===== src/rtl/reg_hazard_scoreboard_pkg.sv =====
// Shared definitions for the register hazard scoreboard: register file
// geometry, the untracked PC register number and the per-register
// outstanding-write counter type.
package reg_hazard_scoreboard_pkg;

  localparam int NUM_REGS     = 16;
  localparam int ADDR_WIDTH   = $clog2(NUM_REGS);
  localparam int PC_REG_NUM   = 15;
  localparam int MAX_INFLIGHT = 3;
  localparam int CNT_WIDTH    = $clog2(MAX_INFLIGHT + 1);
  localparam int NUM_SRC      = 3;

  typedef logic [CNT_WIDTH-1:0]  sb_count_t;
  typedef logic [ADDR_WIDTH-1:0] reg_addr_t;

  // The PC is written by branches through a separate path, so it is never
  // tracked as a hazard source or destination.
  function automatic logic is_pc(input reg_addr_t addr);
    return addr == ADDR_WIDTH'(PC_REG_NUM);
  endfunction

endpackage


===== src/rtl/reg_hazard_scoreboard_counter.sv =====
// reg_pending_counter: outstanding-write counter for one architectural
// register. Applies +inc -dec each cycle; a release that would take the
// count below zero clamps it to zero and pulses underflow_o.
module reg_pending_counter
  import reg_hazard_scoreboard_pkg::*;
#(
  parameter int MAX_CNT = MAX_INFLIGHT
) (
  input  logic       clk_i,
  input  logic       rst_n_i,
  input  logic       inc_i,
  input  logic [1:0] dec_i,
  output sb_count_t  count_o,
  output logic       nonzero_o,
  output logic       full_o,
  output logic       underflow_o
);

  sb_count_t            count_reg;
  sb_count_t            count_next;
  logic [CNT_WIDTH:0]   sum;
  logic [CNT_WIDTH:0]   dec_ext;

  // Net update: one spare bit so cnt+inc never wraps before the compare.
  always_comb begin
    sum         = {1'b0, count_reg} + (CNT_WIDTH + 1)'(inc_i);
    dec_ext     = (CNT_WIDTH + 1)'(dec_i);
    underflow_o = dec_ext > sum;
    count_next  = underflow_o ? '0 : sb_count_t'(sum - dec_ext);
  end

  // Count register, cleared asynchronously with the pipeline flush.
  always_ff @(posedge clk_i or negedge rst_n_i) begin
    if (!rst_n_i) begin
      count_reg <= '0;
    end else begin
      count_reg <= count_next;
    end
  end

  assign count_o   = count_reg;
  assign nonzero_o = count_reg != '0;
  assign full_o    = count_reg == sb_count_t'(MAX_CNT);

endmodule


===== src/rtl/reg_hazard_scoreboard.sv =====
// reg_hazard_scoreboard: tracks outstanding register writes between decode
// and execute issue, stalling decode on RAW hazards and on WAW when a
// destination already has the maximum number of writes in flight.
// Optional build macro SCOREBOARD_WB_BYPASS_EN: a source whose single
// pending write is retiring through writeback this cycle does not stall,
// because writeback forwards into decode.
module reg_hazard_scoreboard
  import reg_hazard_scoreboard_pkg::*;
(
  input  logic                          clk_i,
  input  logic                          rst_n_i,
  input  logic                          issue_valid_i,
  input  logic [NUM_SRC-1:0]            src_en_i,
  input  logic [NUM_SRC-1:0][ADDR_WIDTH-1:0] src_addr_i,
  input  logic                          dest_en_i,
  input  reg_addr_t                     dest_addr_i,
  input  logic                          wb_valid_i,
  input  reg_addr_t                     wb_addr_i,
  input  logic                          kill_valid_i,
  input  reg_addr_t                     kill_addr_i,
  output logic                          stall_o,
  output logic                          issue_ack_o,
  output logic [NUM_REGS-1:0]           pending_vec_o,
  output logic                          err_underflow_o
);

  sb_count_t           count [NUM_REGS];
  logic [NUM_REGS-1:0] inc_vec;
  logic [1:0]          dec_vec [NUM_REGS];
  logic [NUM_REGS-1:0] nonzero_vec;
  logic [NUM_REGS-1:0] full_vec;
  logic [NUM_REGS-1:0] underflow_vec;
  logic                raw_hazard;
  logic                waw_full;
  logic                err_reg;

  genvar gi;
  generate
    for (gi = 0; gi < NUM_REGS; gi++) begin : g_reg
      localparam reg_addr_t ADDR = ADDR_WIDTH'(gi);
      logic wb_hit;
      logic kill_hit;

      if (gi == PC_REG_NUM) begin : g_pc
        // PC is untracked: its counter never moves.
        assign inc_vec[gi] = 1'b0;
        assign wb_hit      = 1'b0;
        assign kill_hit    = 1'b0;
      end else begin : g_gpr
        assign inc_vec[gi] = issue_ack_o & dest_en_i & (dest_addr_i == ADDR);
        assign wb_hit      = wb_valid_i & (wb_addr_i == ADDR);
        assign kill_hit    = kill_valid_i & (kill_addr_i == ADDR);
      end

      assign dec_vec[gi]       = {1'b0, wb_hit} + {1'b0, kill_hit};
      assign pending_vec_o[gi] = count[gi] != '0;

      reg_pending_counter #(
        .MAX_CNT (MAX_INFLIGHT)
      ) u_cnt (
        .clk_i       (clk_i),
        .rst_n_i     (rst_n_i),
        .inc_i       (inc_vec[gi]),
        .dec_i       (dec_vec[gi]),
        .count_o     (count[gi]),
        .nonzero_o   (nonzero_vec[gi]),
        .full_o      (full_vec[gi]),
        .underflow_o (underflow_vec[gi])
      );
    end
  endgenerate

  // Hazard detection on the registered counts; the issuing instruction's own
  // increment is not visible here, so ADD r1,r1 only sees older writers.
  always_comb begin
    raw_hazard = 1'b0;
    for (int k = 0; k < NUM_SRC; k++) begin
      if (src_en_i[k] && !is_pc(src_addr_i[k]) && nonzero_vec[src_addr_i[k]]) begin
`ifdef SCOREBOARD_WB_BYPASS_EN
        if (!(wb_valid_i && (wb_addr_i == src_addr_i[k]) &&
              (count[src_addr_i[k]] == sb_count_t'(1)))) begin
          raw_hazard = 1'b1;
        end
`else
        raw_hazard = 1'b1;
`endif
      end
    end
    waw_full = dest_en_i && !is_pc(dest_addr_i) && full_vec[dest_addr_i];
  end

  assign stall_o     = issue_valid_i & (raw_hazard | waw_full);
  assign issue_ack_o = issue_valid_i & ~stall_o;

  // Sticky underflow flag: any release against an empty counter.
  always_ff @(posedge clk_i or negedge rst_n_i) begin
    if (!rst_n_i) begin
      err_reg <= 1'b0;
    end else if (|underflow_vec) begin
      err_reg <= 1'b1;
    end
  end

  assign err_underflow_o = err_reg;

endmodule


===== config.mk =====
export PLATFORM = sky130hd
export DESIGN_NAME = reg_hazard_scoreboard
export DESIGN_NICKNAME = d
export VERILOG_FILES = /design/src/rtl/reg_hazard_scoreboard_pkg.sv /design/src/rtl/reg_hazard_scoreboard_counter.sv /design/src/rtl/reg_hazard_scoreboard.sv
export SDC_FILE = /design/constraint.sdc
export NUM_CORES = 1
export LEC_CHECK = 0
export ABC_CLOCK_PERIOD_IN_PS = 5100
export CAP_MARGIN = 20
export CORE_MARGIN = 8
export CORE_UTILIZATION = 38
export CTS_CLUSTER_DIAMETER = 120
export CTS_CLUSTER_SIZE = 16
export DETAILED_ROUTE_END_ITERATION = 6
export DONT_BUFFER_PORTS = 1
export GPL_TIMING_DRIVEN = 1
export HOLD_SLACK_MARGIN = 0.15
export PLACE_DENSITY = 0.53
export SLEW_MARGIN = 20
export SYNTH_ARGS = -nofsm -noshare
export SYNTH_HDL_FRONTEND = slang
export SYNTH_SLANG_ARGS = --single-unit

===== constraint.sdc =====
create_clock -name clk_i -period 5.1 [get_ports clk_i]
set_input_delay 0.765 -clock clk_i [delete_from_list [all_inputs] [get_ports clk_i]]
set_output_delay 0.765 -clock clk_i [all_outputs]
set_load 0.02 [all_outputs]

### Word-level counts from Yosys, hierarchy flattened

Index checks and enable logic that the tools add are counted.

* register bits: 31
* input bits: 33
* output and inout port bits: 19
* logic and storage cells: 248

* add/subtract/negate cells: 45
* $lt $le $gt $ge: 19
* equal/unequal tests: 61
* muxes and demuxes: 26
* bitwise gates (word level): 50
* reductions and logical operators: 31

Operators with widths (count)
* $eq 4x4->1 const B: 25
* $and 1x1->1: 48
* $eq 4x3->1 const B: 12
* $add 2x1->3: 15
* $gt 2x3->1: 15
* $add 1x1->2: 15
* $eq 2x2->1 const B: 15
* $mux 2: 15
* $reduce_bool 2->1: 15
* $sub 2x2->2: 15
* $eq 4x2->1 const B: 6
* $lt 4x5->1 const B: 4
* $bmux 1 s4: 4
* $reduce_or 15->1: 1
* $eq 4x1->1 const B: 3
* $logic_not 4->1: 3
* $logic_and 1x1->1: 8
* $mux 1: 7
* $logic_not 1->1: 4
* $not 1->1: 1
* $or 1x1->1: 1

### Logic depth before layout (Yosys ltp)

Gate-level depths: netlist (run 1).

* word-level depth: 16
* depth in mapped cells: 18
* gate-level depth less buffers: 15

### Cells and area by module

A second synthesis (run 1) with hierarchy kept.

* cells, all modules: 517
* area, all modules: 4619.4 sq um

Modules (own cells, without submodules)
* reg_pending_counter: times used 16, cells each 21, area each 196.4 sq um
* reg_hazard_scoreboard: times used 1, cells each 181, area each 1476.4 sq um

### Worst setup path before layout (run 1)

OpenSTA, ideal clock, no wires.

* path kind: input -> register
* from: in src_addr_i[4] (netlist bit)
* to: reg err_reg (netlist: err_underflow_o)
* setup time: 133 ps
* data arrival time: 3908 ps
* required time: 4967 ps
* slack: 1059 ps
* cell stages on the path: 16
* buffers on the path: 2
* path through: clkbuf_1 > nor3_1 > a21oi_1 > mux4_2 > a2111oi_4 > nand4_4 > buf_6 > nor4_1 > ha_1 > ha_1 > inv_1 > ha_1 > a21oi_1 > a211oi_1 > nor4_1 > nand3_1

* word-level cells in the longest chain between the ends: 15
* elaborated cells between the ends (all ways): 59
* those cells by class: add/sub: 15; order compare: 15; eq/ne: 1; mux: 4; bitwise: 20; reduce/logical: 4

Ends and longest elaborated chain
* start, declared: RTL line reg_hazard_scoreboard.sv:14 `input logic [NUM_SRC-1:0][ADDR_WIDTH-1:0] src_addr_i,`
* parallel branches: the longest is 3 deep, another holds $bmux 1 s4
* $logic_and 1x1->1 (*): RTL line reg_hazard_scoreboard.sv:78 `if (src_en_i[k] && !is_pc(src_addr_i[k]) && nonzero_vec[src_addr_i[k]]) begin`
* $mux 1 (*) (2 in a row): RTL line reg_hazard_scoreboard.sv:78
* $or 1x1->1 (*): RTL line reg_hazard_scoreboard.sv:92 `assign stall_o = issue_valid_i & (raw_hazard | waw_full);`
* $and 1x1->1 (*): RTL line reg_hazard_scoreboard.sv:92
* $not 1->1 (*): RTL line reg_hazard_scoreboard.sv:93 `assign issue_ack_o = issue_valid_i & ~stall_o;`
* $and 1x1->1 (*): RTL line reg_hazard_scoreboard.sv:93
* $and 1x1->1 (*): RTL line reg_hazard_scoreboard.sv:50 `assign inc_vec[gi] = issue_ack_o & dest_en_i & (dest_addr_i == ADDR);`
* $and 1x1->1: RTL line reg_hazard_scoreboard.sv:50
* $add 2x1->3: RTL line reg_hazard_scoreboard_counter.sv:26 `sum = {1'b0, count_reg} + (CNT_WIDTH + 1)'(inc_i);`
* $gt 2x3->1: RTL line reg_hazard_scoreboard_counter.sv:28 `underflow_o = dec_ext > sum;`
* $reduce_or 15->1 (*): RTL line reg_hazard_scoreboard.sv:99 `end else if (|underflow_vec) begin`
* end signal, assigned: RTL line reg_hazard_scoreboard.sv:98 `err_reg <= 1'b0;`
* end signal, assigned: RTL line reg_hazard_scoreboard.sv:100 `err_reg <= 1'b1;`
* end, declared: RTL line reg_hazard_scoreboard.sv:35 `logic err_reg;`

Every way passes the cells marked *. The select of a mux whose other input is x is not followed.
A chain may end at the register's enable or synchronous reset.

### Worst setup path after layout (run 1)

* from: reg g_reg[1].u_cnt.count_reg[0]
* to: reg err_reg (netlist: err_underflow_o)

* word-level cells in the longest chain between the ends: 16
* elaborated cells between the ends (all ways): 68
* those cells by class: add/sub: 15; order compare: 15; eq/ne: 1; mux: 11; bitwise: 20; reduce/logical: 6

Ends and longest elaborated chain
* start, declared: RTL line reg_hazard_scoreboard_counter.sv:19 `sb_count_t count_reg;`
* start signal, assigned: RTL line reg_hazard_scoreboard_counter.sv:37 `count_reg <= count_next;`
* $reduce_bool 2->1 (*)
* net pending_vec_o[1]: RTL line reg_hazard_scoreboard.sv:23 `output logic [NUM_REGS-1:0] pending_vec_o,`
* $bmux 1 s4: RTL line reg_hazard_scoreboard.sv:78
* $mux 1 (implied by the code): RTL line reg_hazard_scoreboard.sv:78
* $logic_and 1x1->1: RTL line reg_hazard_scoreboard.sv:78
* $mux 1 (2 in a row): RTL line reg_hazard_scoreboard.sv:78
* $mux 1 (*): RTL line reg_hazard_scoreboard.sv:78
* $or 1x1->1 (*): RTL line reg_hazard_scoreboard.sv:92
* $and 1x1->1 (*): RTL line reg_hazard_scoreboard.sv:92
* $not 1->1 (*): RTL line reg_hazard_scoreboard.sv:93
* $and 1x1->1 (*): RTL line reg_hazard_scoreboard.sv:93
* $and 1x1->1 (*): RTL line reg_hazard_scoreboard.sv:50
* $and 1x1->1: RTL line reg_hazard_scoreboard.sv:50
* $add 2x1->3: RTL line reg_hazard_scoreboard_counter.sv:26
* $gt 2x3->1: RTL line reg_hazard_scoreboard_counter.sv:28
* $reduce_or 15->1 (*): RTL line reg_hazard_scoreboard.sv:99

Mark *: on every way through the listed nets, which the timed path passes. The rest lies on a longest branch. The select of a mux whose other input is x is not followed.

==> results.md, run 1 <==
* Outcome: complete, no violations
* Fin cells at 619
* Setup TNS at 0 ns
* Clk sinks at 31
* Nets at 605
* DRC Markers at 0
* Total Routing Usage GR at 0.163
* Placer congestion estimate at 0.863
* Area Growth Syn to Fin at 2.94%
* RSZ-0062 raised after global routing: false
* Mapped cell area at 0.00405 mm^2
* Top-area cell type share of the netlist area at 0.278
* Initial antenna violation count at 0
* Clock Skews at 0.00910 ns
* Tot Pwr at 1.30 mW
* Max-cap violation count at 0
* Final Util at 0.403
* Setup violators final at 0
* H-tree depth at 2
* Start of the worst register-to-register path: g_reg[1].u_cnt.count_o[0]$_DFF_PN0_
* Flop-to-flop setup slack at 0.72 ns
* TritonRoute pass-1 iters at 5
* Final min period at 4.38 ns
* Inst Count DP at 609
* Cts bufs inserted at 5
* PwrDens at 311 mW/mm^2
* Total core area at 0.0103 mm^2
* Root Buffer Master: clkbuf_8
* Synthesized Nets at 621
* Reg clk slew, reported paths at 0.07 ns
* Cells after Synth at 498
* Most frequently used flop master after synthesis: dfrtp_1
* Worst reg2reg path depth at 15
* Antenna Cells at 0
* Max Slew Vio Count at 0
* Register area share after synthesis at 0.192
* IO buf count at 0
* Post-synth cell types at 57
* CP max FO at 17
* Type of the most critical hold path: input port to async pin
* CP required at 5.26 ns
* Global-route wire length before repair at 18.4 mm
* Post-synth EDFFs at 0
* Top post-synthesis cells by area: ha_1 28%, dfrtp_1 19%, nor2_1 7.0%
* Via density at 5.52
* TritonCTS clock tree: built
* Worst Max-Slew Pin Slew at 0.851 ns
* Syn avg cell area at 8.13 um^2
* Endpoint class of the critical path: register
* Antenna Nets Post-Route at 0
* Peak VDD IR at 0.133 mV
* Achievable Freq at 229 MHz
* Gr ovfl total at 0
* Die area at 0.0142 mm^2
* CP Class: register to register
* Share of layout cells above drive strength 1 at 0.0538
* Largest net degree at the start of global routing at 32
* Crit path DAT at 4.54 ns
* Vias in the first global route at 3398
* Std-Cell Rows at 37
* Register bit total from synthesis at 31
* Final Cycle Share at 0.858
* Die Ht at 119 um
* Final WL at 11.3 mm
* R2r endpoint: err_underflow_o$_DFFE_PN0P_
* Leading area contributor after synthesis: ha_1
* Initial core utilization at 0.392
* Slew HR at 0.429
* WL/cell at 18.2 um
* Post_cts resized at 0
* Clk buf depth at 2
* Iter 0 DRT Violations at 268
* Synthesis Warnings at 0
* Pleak at 1.97 nW
* Detail Placement HPWL at 9.40 mm
* CP Launch Type: register
* Die X at 119 um
* Later-pin clock latency in the skew report at 0.29 ns
* I/O Pins at 52
* Synth async-reset ratio at 1.00
* Vias after detailed routing at 3415
* Fin. Hold Viols at 0
==> synthesized netlist by cell type (8+ instances only) <==
master,count
ha_1,90
nand2_1,19
nor3_1,18
buf_4,16
nor4_1,12
nand3_1,9
nand2b_1,8
a211oi_1,11
nor2_1,75
inv_1,73
nand3b_1,8
dfrtp_1,31
a21oi_1,28
xor2_1,12
==> how the worst max path moves through the flow <==
stage | from | to | cells past startpoint
2_1_floorplan | src_addr_i[4] | err_underflow_o$_DFFE_PN0P_ | 16
3_3_place_gp | src_addr_i[4] | err_underflow_o$_DFFE_PN0P_ | 14
3_5_place_dp | src_addr_i[4] | err_underflow_o$_DFFE_PN0P_ | 14
4_1_cts | g_reg[1].u_cnt.count_o[0]$_DFF_PN0_ | err_underflow_o$_DFFE_PN0P_ | 15
5_1_grt | g_reg[1].u_cnt.count_o[0]$_DFF_PN0_ | err_underflow_o$_DFFE_PN0P_ | 15
6_report | g_reg[1].u_cnt.count_o[0]$_DFF_PN0_ | err_underflow_o$_DFFE_PN0P_ | 15
==> power by group <==
part	leakage, nW	internal [mW]	switching, mW
clock	0.0422	0.0959	0.101
combinational	1.52	0.264	0.463
sequential	0.410	0.303	0.0708
==> timing repair <==
| action | CTS | global route |
|---|---|---|
| setup buffers | 0 | 0 |
| hold buffers | 0 | 2 |
| hold endpoints to repair | 0 | 23 |
| endpoints found under the setup margin | 0 | 0 |
==> per-stage QoR <==
| step | instance area [um^2] | hold WS (ns) | worst slack [ns] |
|---|---|---|---|
| final | 4170 | 0.173 | 0.724 |
| after detailed placement | 4050 | 0.472 | 0.576 |
| after floorplan | 4050 | 0.469 | 1.06 |
| after global placement | 4050 | 0.472 | 0.682 |
| after CTS | 4140 | 0.155 | 0.649 |
| after global routing | 4170 | 0.155 | 0.389 |
==> area by class of cell <==
type                            instances  area, um^2
Clock buffer                            7        76.3
Clock inverter                          1        5.00
Fill cell                            1065        6160
Inverter                               73         274
Multi-Input combinational cell        369        2830
Sequential cell                        31         776
Tap cell                              136         170
Timing Repair Buffer                    2        30.0
==> logic make-up after synthesis <==
kind of cell,count (synthesis),share of synthesized area
AOI/OAI and AO/OA,81,0.139
xor gates and xnor gates,12,0.0260
adders and majority gates,90,0.278
buffers and inverters,98,0.108
DFF,31,0.192
muxes,5,0.0223
other,1,0.000927
and+or+nand+nor,180,0.234
==> cells in the final DEF, fill, tap and decap left out, types with 3 or more instances in the layout <==
| cell | netlist | layout |
|---|---|---|
| clkbuf_8 | 0 | 5 |
| nand2_1 | 19 | 19 |
| a311oi_1 | 3 | 3 |
| ha_1 | 90 | 90 |
| nand2b_1 | 8 | 8 |
| dfrtp_1 | 31 | 31 |
| o21ai_0 | 6 | 6 |
| nor4_2 | 6 | 6 |
| or2_1 | 5 | 5 |
| nand3_1 | 9 | 9 |
| a211oi_1 | 11 | 11 |
| a21oi_1 | 28 | 28 |
| a31oi_1 | 6 | 6 |
| o211ai_1 | 3 | 3 |
| inv_1 | 73 | 73 |
| xor2_1 | 12 | 12 |
| nor2_1 | 75 | 75 |
| mux4_2 | 3 | 3 |
| o2111ai_1 | 3 | 3 |
| nor3_1 | 18 | 18 |
| nor4_1 | 12 | 12 |
| nand3b_1 | 8 | 8 |
==> sequential cells by signal, indices dropped and copies added, names as in the netlist <==
name	cells
g.u_cnt.count_o	30
err_underflow_o	1
==> worst max-delay path, cell delays in order, from the launching register on <==
cell       delay (ns)
dfrtp_1          0.42
or2_4            0.31
mux2_2           0.28
mux4_2           0.48
a2111oi_4        0.36
nand4_4          0.34
nor4_1           0.51
ha_1             0.23
ha_1             0.22
inv_1            0.06
ha_1             0.25
a21oi_1          0.15
nor2_1           0.08
a21oi_1          0.21
and4_1           0.26
nand3_1          0.08
==> layer usage <==
| layer | share of wire | track usage | up-vias |
|---|---|---|---|
| met5 | 0 | 0 | - |
| met1 | 0.46 | 0.212 | 1582 |
| met4 | 0.016 | 0.0379 | 0 |
| met3 | 0.10 | 0.0614 | 17 |
| met2 | 0.42 | 0.249 | 123 |
| li1 | - | - | 1693 |
Power figures use the tool's default switching activity.
==> run 2: changes to the inputs <==
--- a/config.mk
+++ b/config.mk
@@ -6,16 +6,16 @@
 export NUM_CORES = 1
 export LEC_CHECK = 0
 export ABC_CLOCK_PERIOD_IN_PS = 5100
+export BUFFER_PORTS_ARGS = -buffer_cell sky130_fd_sc_hd__buf_2
 export CAP_MARGIN = 20
 export CORE_MARGIN = 8
-export CORE_UTILIZATION = 38
+export CORE_UTILIZATION = 50
 export CTS_CLUSTER_DIAMETER = 120
 export CTS_CLUSTER_SIZE = 16
 export DETAILED_ROUTE_END_ITERATION = 6
-export DONT_BUFFER_PORTS = 1
 export GPL_TIMING_DRIVEN = 1
-export HOLD_SLACK_MARGIN = 0.15
-export PLACE_DENSITY = 0.53
+export HOLD_SLACK_MARGIN = 0.06
+export PLACE_DENSITY = 0.72
 export SLEW_MARGIN = 20
 export SYNTH_ARGS = -nofsm -noshare
 export SYNTH_HDL_FRONTEND = slang
==> run 2 against run 1 <==
  * Non-clock buffer count rose by 48
  * Worst hold slack better by 0.35 ns
  * Design area grew 4.4%
  * Setup slack got worse by 0.11 ns
  * Count of clock-buffer cells in the layout unchanged
  * Sequential power hardly changed
  * Maximum frequency fell by 2.3%
  * Via count rose by 6.2%
  * Wire length shrank 4.9%
  * Register-to-register slack hardly changed
==> results.md, run 2 (synthesis results as in run 1) <==
* Outcome: complete, no violations
* Via density at 5.70
* Slowest CP cell: nor4_1
* Max-cap violation count at 0
* Max Slew Vio Count at 0
* Reg power frac at 0.277
* Antenna Cells at 0
* Detail Placement HPWL at 9.00 mm
* Flop-to-flop setup slack at 0.71 ns
* RSZ-0062 raised after global routing: false
* Clock power share at 0.141
* Clk sinks at 31
* Total Routing Usage GR at 0.193
* WL/cell at 16.9 um
* Crit path DAT at 4.64 ns
* CTS Hold Bufs at 0
* DRC Markers at 0
* Pleak at 2.17 nW
* R2r endpoint: err_underflow_o$_DFFE_PN0P_
* Setup TNS at 0 ns
* PwrDens at 312 mW/mm^2
* Area Growth Syn to Fin at 7.42%
* Delay-heaviest family, CP: simple AND/OR/NAND/NOR gates
* Gr ovfl total at 0
* Vias in the first global route at 3563
* Fin. Hold Viols at 0
* Worst Max-Slew Pin Slew at 0.732 ns
* Later-pin clock latency in the skew report at 0.28 ns
* Worst path buffer plus inverter count at 2
* Slew HR at 0.512
* Crit-path max cell delay at 0.60 ns
* Post_cts resized at 0
* Die X at 106 um
* Commonest non-fill, non-tap cells in the layout: 90 x ha_1, 75 x nor2_1, 73 x inv_1
* Commonest non-fill, non-tap cell in the layout: ha_1
* Clk buf depth at 2
* CP Class: input port to register
* Achievable Freq at 223 MHz
* Placer congestion estimate at 0.888
* CP required at 5.26 ns
* CP max FO at 17
* Most used cell, CP: ha_1
* Nets at 653
* Worst reg2reg path depth at 15
* TritonRoute pass-1 iters at 4
* Fin Hold WS at 0.526 ns
* Total core area at 0.00801 mm^2
* CP Launch Type: input port
* Inst Count DP at 628
* Max FFs per register at 30
* Comb power frac at 0.582
* Global-route wire length before repair at 17.5 mm
* Type of the most critical hold path: input port to async pin
* Antenna Nets Post-Route at 0
* H-tree depth at 2
* Final Cycle Share at 0.879
* Fin cells at 636
* Root Buffer Master: clkbuf_8
* Final WL at 10.7 mm
* Cts bufs inserted at 5
* Setup violators final at 0
* Vias after detailed routing at 3626
* Final Util at 0.543
* I/O Pins at 52
* TritonCTS clock tree: built
* Initial antenna violation count at 0
* Initial core utilization at 0.505
* Start of the worst register-to-register path: g_reg[1].u_cnt.count_o[0]$_DFF_PN0_
* Peak VDD IR at 0.138 mV
* Die area at 0.0112 mm^2
* Endpoint class of the critical path: register
* Crit path cell chain: buf_2, mux2_2, mux4_2, a2111oi_4, nand4_4, nor4_1, ha_1, ha_1, inv_1, ha_1, a21oi_1, nor2_1, a21oi_1, and4_1, nand3_1
* Iter 0 DRT Violations at 243
* Clock Skews at 0.00442 ns
* # Post-CTS Setup Buffers at 0
* Std-Cell Rows at 33
* Die Ht at 106 um
* IO buf count at 50
* Final min period at 4.48 ns
* Switch Pwr at 652 uW
* Sw frac at 0.481
* P_int at 704 uW
* Reg clk slew, reported paths at 0.07 ns
* Largest net degree at the start of global routing at 32
* Share of layout cells above drive strength 1 at 0.141
[run 2: area by class of cell]
type | instances | area (um^2)
clock buffers | 7 | 76.3
inverters | 73 | 274
repair buffers | 50 | 250
multi-input cells | 369 | 2830
flip-flops and latches | 31 | 776
fillers | 779 | 3660
well taps | 105 | 131
clock inverters | 1 | 5.00
[run 2: worst max-delay path by stage]
| stage | start | end | slack, ns | depth (start not counted) |
|---|---|---|---|---|
| finish | src_addr_i[4] | err_underflow_o$_DFFE_PN0P_ | 0.62 | 15 |
| global route | src_addr_i[4] | err_underflow_o$_DFFE_PN0P_ | 0.40 | 15 |
| CTS | src_addr_i[4] | err_underflow_o$_DFFE_PN0P_ | 0.62 | 15 |
| detailed placement | src_addr_i[4] | err_underflow_o$_DFFE_PN0P_ | 0.32 | 15 |
| global placement | src_addr_i[4] | err_underflow_o$_DFFE_PN0P_ | 0.51 | 15 |
| floorplan | src_addr_i[4] | err_underflow_o$_DFFE_PN0P_ | 1.06 | 16 |
[run 2: worst reg2reg max path: stages (launching register included)]
cell and delay (ns):
dfrtp_1 0.44, or2_4 0.29, mux2_2 0.26, mux4_2 0.48
a2111oi_4 0.35, nand4_4 0.33, nor4_1 0.60, ha_1 0.26
ha_1 0.23, inv_1 0.06, ha_1 0.25, a21oi_1 0.14
nor2_1 0.08, a21oi_1 0.17, and4_1 0.27, nand3_1 0.09
[run 2: power groups by stage]
stage / Sequential, mW / Clock (mW) / Combinational, mW
6_report: 0.375 / 0.191 / 0.790
5_1_grt: 0.383 / 0.205 / 0.879
4_1_cts: 0.376 / 0.193 / 0.784
3_5_place_dp: 0.381 / 0 / 0.782
3_3_place_gp: 0.380 / 0 / 0.762
2_1_floorplan: 0.351 / 0 / 0.653
[run 2: layer usage]
metal | up-vias | global-route usage | wire (um)
met4 | 0 | 0.0683 | 271
met5 | - | 0 | 0
li1 | 1795 | - | -
met2 | 111 | 0.314 | 4820
met1 | 1696 | 0.244 | 4880
met3 | 24 | 0.0448 | 770
[run 2: metrics by stage]
step	total power [mW]	setup slack (ns)	area, um^2
3_3_place_gp	1.14	0.507	4270
4_1_cts	1.35	0.618	4350
5_1_grt	1.47	0.398	4350
2_1_floorplan	1.00	1.06	4050
6_report	1.36	0.618	4350
3_5_place_dp	1.16	0.315	4270
==> run 3: changes to the inputs <==
--- a/config.mk
+++ b/config.mk
@@ -8,14 +8,17 @@
 export ABC_CLOCK_PERIOD_IN_PS = 5100
 export BUFFER_PORTS_ARGS = -buffer_cell sky130_fd_sc_hd__buf_2
 export CAP_MARGIN = 20
+export CELL_PAD_IN_SITES_DETAIL_PLACEMENT = 0
+export CELL_PAD_IN_SITES_GLOBAL_PLACEMENT = 1
 export CORE_MARGIN = 8
-export CORE_UTILIZATION = 50
+export CORE_UTILIZATION = 45
 export CTS_CLUSTER_DIAMETER = 120
 export CTS_CLUSTER_SIZE = 16
 export DETAILED_ROUTE_END_ITERATION = 6
 export GPL_TIMING_DRIVEN = 1
 export HOLD_SLACK_MARGIN = 0.06
-export PLACE_DENSITY = 0.72
+export PLACE_DENSITY = 0.84
+export RECOVER_POWER = 100
 export SLEW_MARGIN = 20
 export SYNTH_ARGS = -nofsm -noshare
 export SYNTH_HDL_FRONTEND = slang
==> run 3 against run 2 <==
  * The run now ends with capacitance limit, slew limit left
  * Wire length grew 1.6%
  * Combinational power shrank 1%
  * Critical path depth grew 1
  * Setup slack gained 0.037 ns
  * Sequential share of layout area is essentially flat
  * Critical endpoint unchanged
  * Largest cell class unchanged
==> results.md, run 3 (synthesis results as in run 1) <==
* Outcome: complete, but fails checks
* Failing checks: capacitance limit, slew limit
* CP Class: input port to register
* Total Routing Usage GR at 0.177
* Fin. Hold Viols at 0
* Endpoint class of the critical path: register
* Commonest non-fill, non-tap cells in the layout: 90 x ha_1, 75 x nor2_1, 73 x inv_1
* Fin cells at 643
* Final WL at 10.9 mm
* Via density at 5.55
* Peak VDD IR at 0.119 mV
* Fin Hold WS at 0.712 ns
* Slew HR at -0.246
* Placer congestion estimate at 0.901
* TritonRoute pass-1 iters at 4
* CP Launch Type: input port
* Delay-heaviest family, CP: simple AND/OR/NAND/NOR gates
* Slowest CP cell: mux4_2
* Worst path buffer plus inverter count at 3
* Iter 0 DRT Violations at 219
* Die X at 111 um
* CP max FO at 13
* I/O Pins at 52
* Achievable Freq at 225 MHz
* Setup crit start: src_addr_i[4]
* Total core area at 0.00872 mm^2
* Inst Count DP at 636
* IO buf count at 50
* Std-Cell Rows at 34
* Type of the most critical hold path: register to register
* Final min period at 4.45 ns
* Clk sinks at 31
* Max FFs per register at 30
* Nets at 658
* Pre-CTS WS at 0.378 ns
* Hold_sp: err_underflow_o$_DFFE_PN0P_
* Max Slew Vio Count at 32
* Later-pin clock latency in the skew report at 0.29 ns
* Gr ovfl total at 0
* Antenna Nets Post-Route at 0
* H-tree depth at 2
* Start of the worst register-to-register path: g_reg[1].u_cnt.count_o[0]$_DFF_PN0_
* Cts bufs inserted at 5
* Initial core utilization at 0.464
* WL/cell at 17.0 um
* Global-route wire length before repair at 18.0 mm
* RSZ-0062 raised after global routing: false
* Vias after detailed routing at 3569
* Root Buffer Master: clkbuf_8
* Most used cell, CP: ha_1
* Max-cap violation count at 1
* Share of layout cells above drive strength 1 at 0.114
* Worst Max-Slew Pin Slew at 1.87 ns
* Largest net degree at the start of global routing at 32
* Detail Placement HPWL at 9.15 mm
* CP required at 5.27 ns
* Setup TNS at 0 ns
* # Post-CTS Setup Buffers at 0
* Pleak at 2.14 nW
* Clk buf depth at 2
* Die Ht at 111 um
* Crit path cell chain: buf_2, mux2_2, mux4_2, a2111oi_4, nand4_4, clkbuf_1, nor4_1, ha_1, ha_1, inv_1, ha_1, a21oi_1, nor2_1, a21oi_1, and4_1, nand3_1
* Setup violators final at 0
* PwrDens at 313 mW/mm^2
* Area Growth Syn to Fin at 7.17%
* Clock Skews at 0.00526 ns
* Final WS setup at 0.655 ns
* CTS Hold Bufs at 0
* Reg clk slew, reported paths at 0.07 ns
* Vias in the first global route at 3602
* TritonCTS clock tree: built
* Crit path DAT at 4.62 ns
* Post_cts resized at 0
* Commonest non-fill, non-tap cell in the layout: ha_1
* Die area at 0.0123 mm^2
* Tot Pwr at 1.36 mW
* DRC Markers at 0
* Final Cycle Share at 0.872
* Initial antenna violation count at 0
* Crit-path max cell delay at 0.49 ns
* Antenna Cells at 0
==> run 3: cell types whose count changed in the layout (fill, tap and decap cells not counted), sizes merged <==
cell	delta
buf	-9
clkbuf	+13
==> run 3: final timing paths <==
check                                                  endpoint  slack, ns  cells after the start
min in group asynchronous  g_reg[12].u_cnt.count_o[0]$_DFF_PN0_       0.98                      1
hold / removal                      err_underflow_o$_DFFE_PN0P_       0.71                      3
setup / recovery                    err_underflow_o$_DFFE_PN0P_       0.65                     16
max in group asynchronous   g_reg[8].u_cnt.count_o[0]$_DFF_PN0_       3.04                      1
hold reg to reg                     err_underflow_o$_DFFE_PN0P_       0.71                      3
setup reg to reg                    err_underflow_o$_DFFE_PN0P_       0.75                     16
==> run 3: cell type report <==
| class | count | area (um^2) |
|---|---|---|
| Clock buffer | 6 | 82.6 |
| Clock inverter | 1 | 5.00 |
| Fill cell | 876 | 4380 |
| Inverter | 73 | 274 |
| Multi-Input combinational cell | 369 | 2800 |
| Sequential cell | 31 | 776 |
| Tap cell | 108 | 135 |
| Timing Repair Buffer | 55 | 268 |
==> run 3: report_power, final <==
| group | internal, mW | leakage (nW) | switching (mW) |
|---|---|---|---|
| Clock | 0.106 | 0.0470 | 0.0997 |
| Combinational | 0.295 | 1.68 | 0.484 |
| Sequential | 0.303 | 0.410 | 0.0690 |
==> run 3: per-layer routing <==
layer / GRT usage / up-vias / part of all wire
met2: 0.287 / 111 / 0.45
met4: 0.0712 / 0 / 0.027
met3: 0.0271 / 19 / 0.068
met1: 0.229 / 1637 / 0.45
li1: - / 1802 / -
met5: 0 / - / 0
==> run 3: tightest hold or removal path: cells and delay by family, from the launching register on <==
| family | cells | cell delay [ns] |
|---|---|---|
| AND/OR/NAND/NOR | 2 | 0.15 |
| flip-flops | 1 | 0.40 |
| buffers and inverters | 1 | 0.14 |
==> run 3: per-stage QoR <==
step | area, um^2 | util
2_1_floorplan | 4050 | -
3_3_place_gp | 4310 | 0.494
3_5_place_dp | 4310 | 0.494
4_1_cts | 4390 | 0.504
5_1_grt | 4340 | 0.497
6_report | 4340 | 0.497
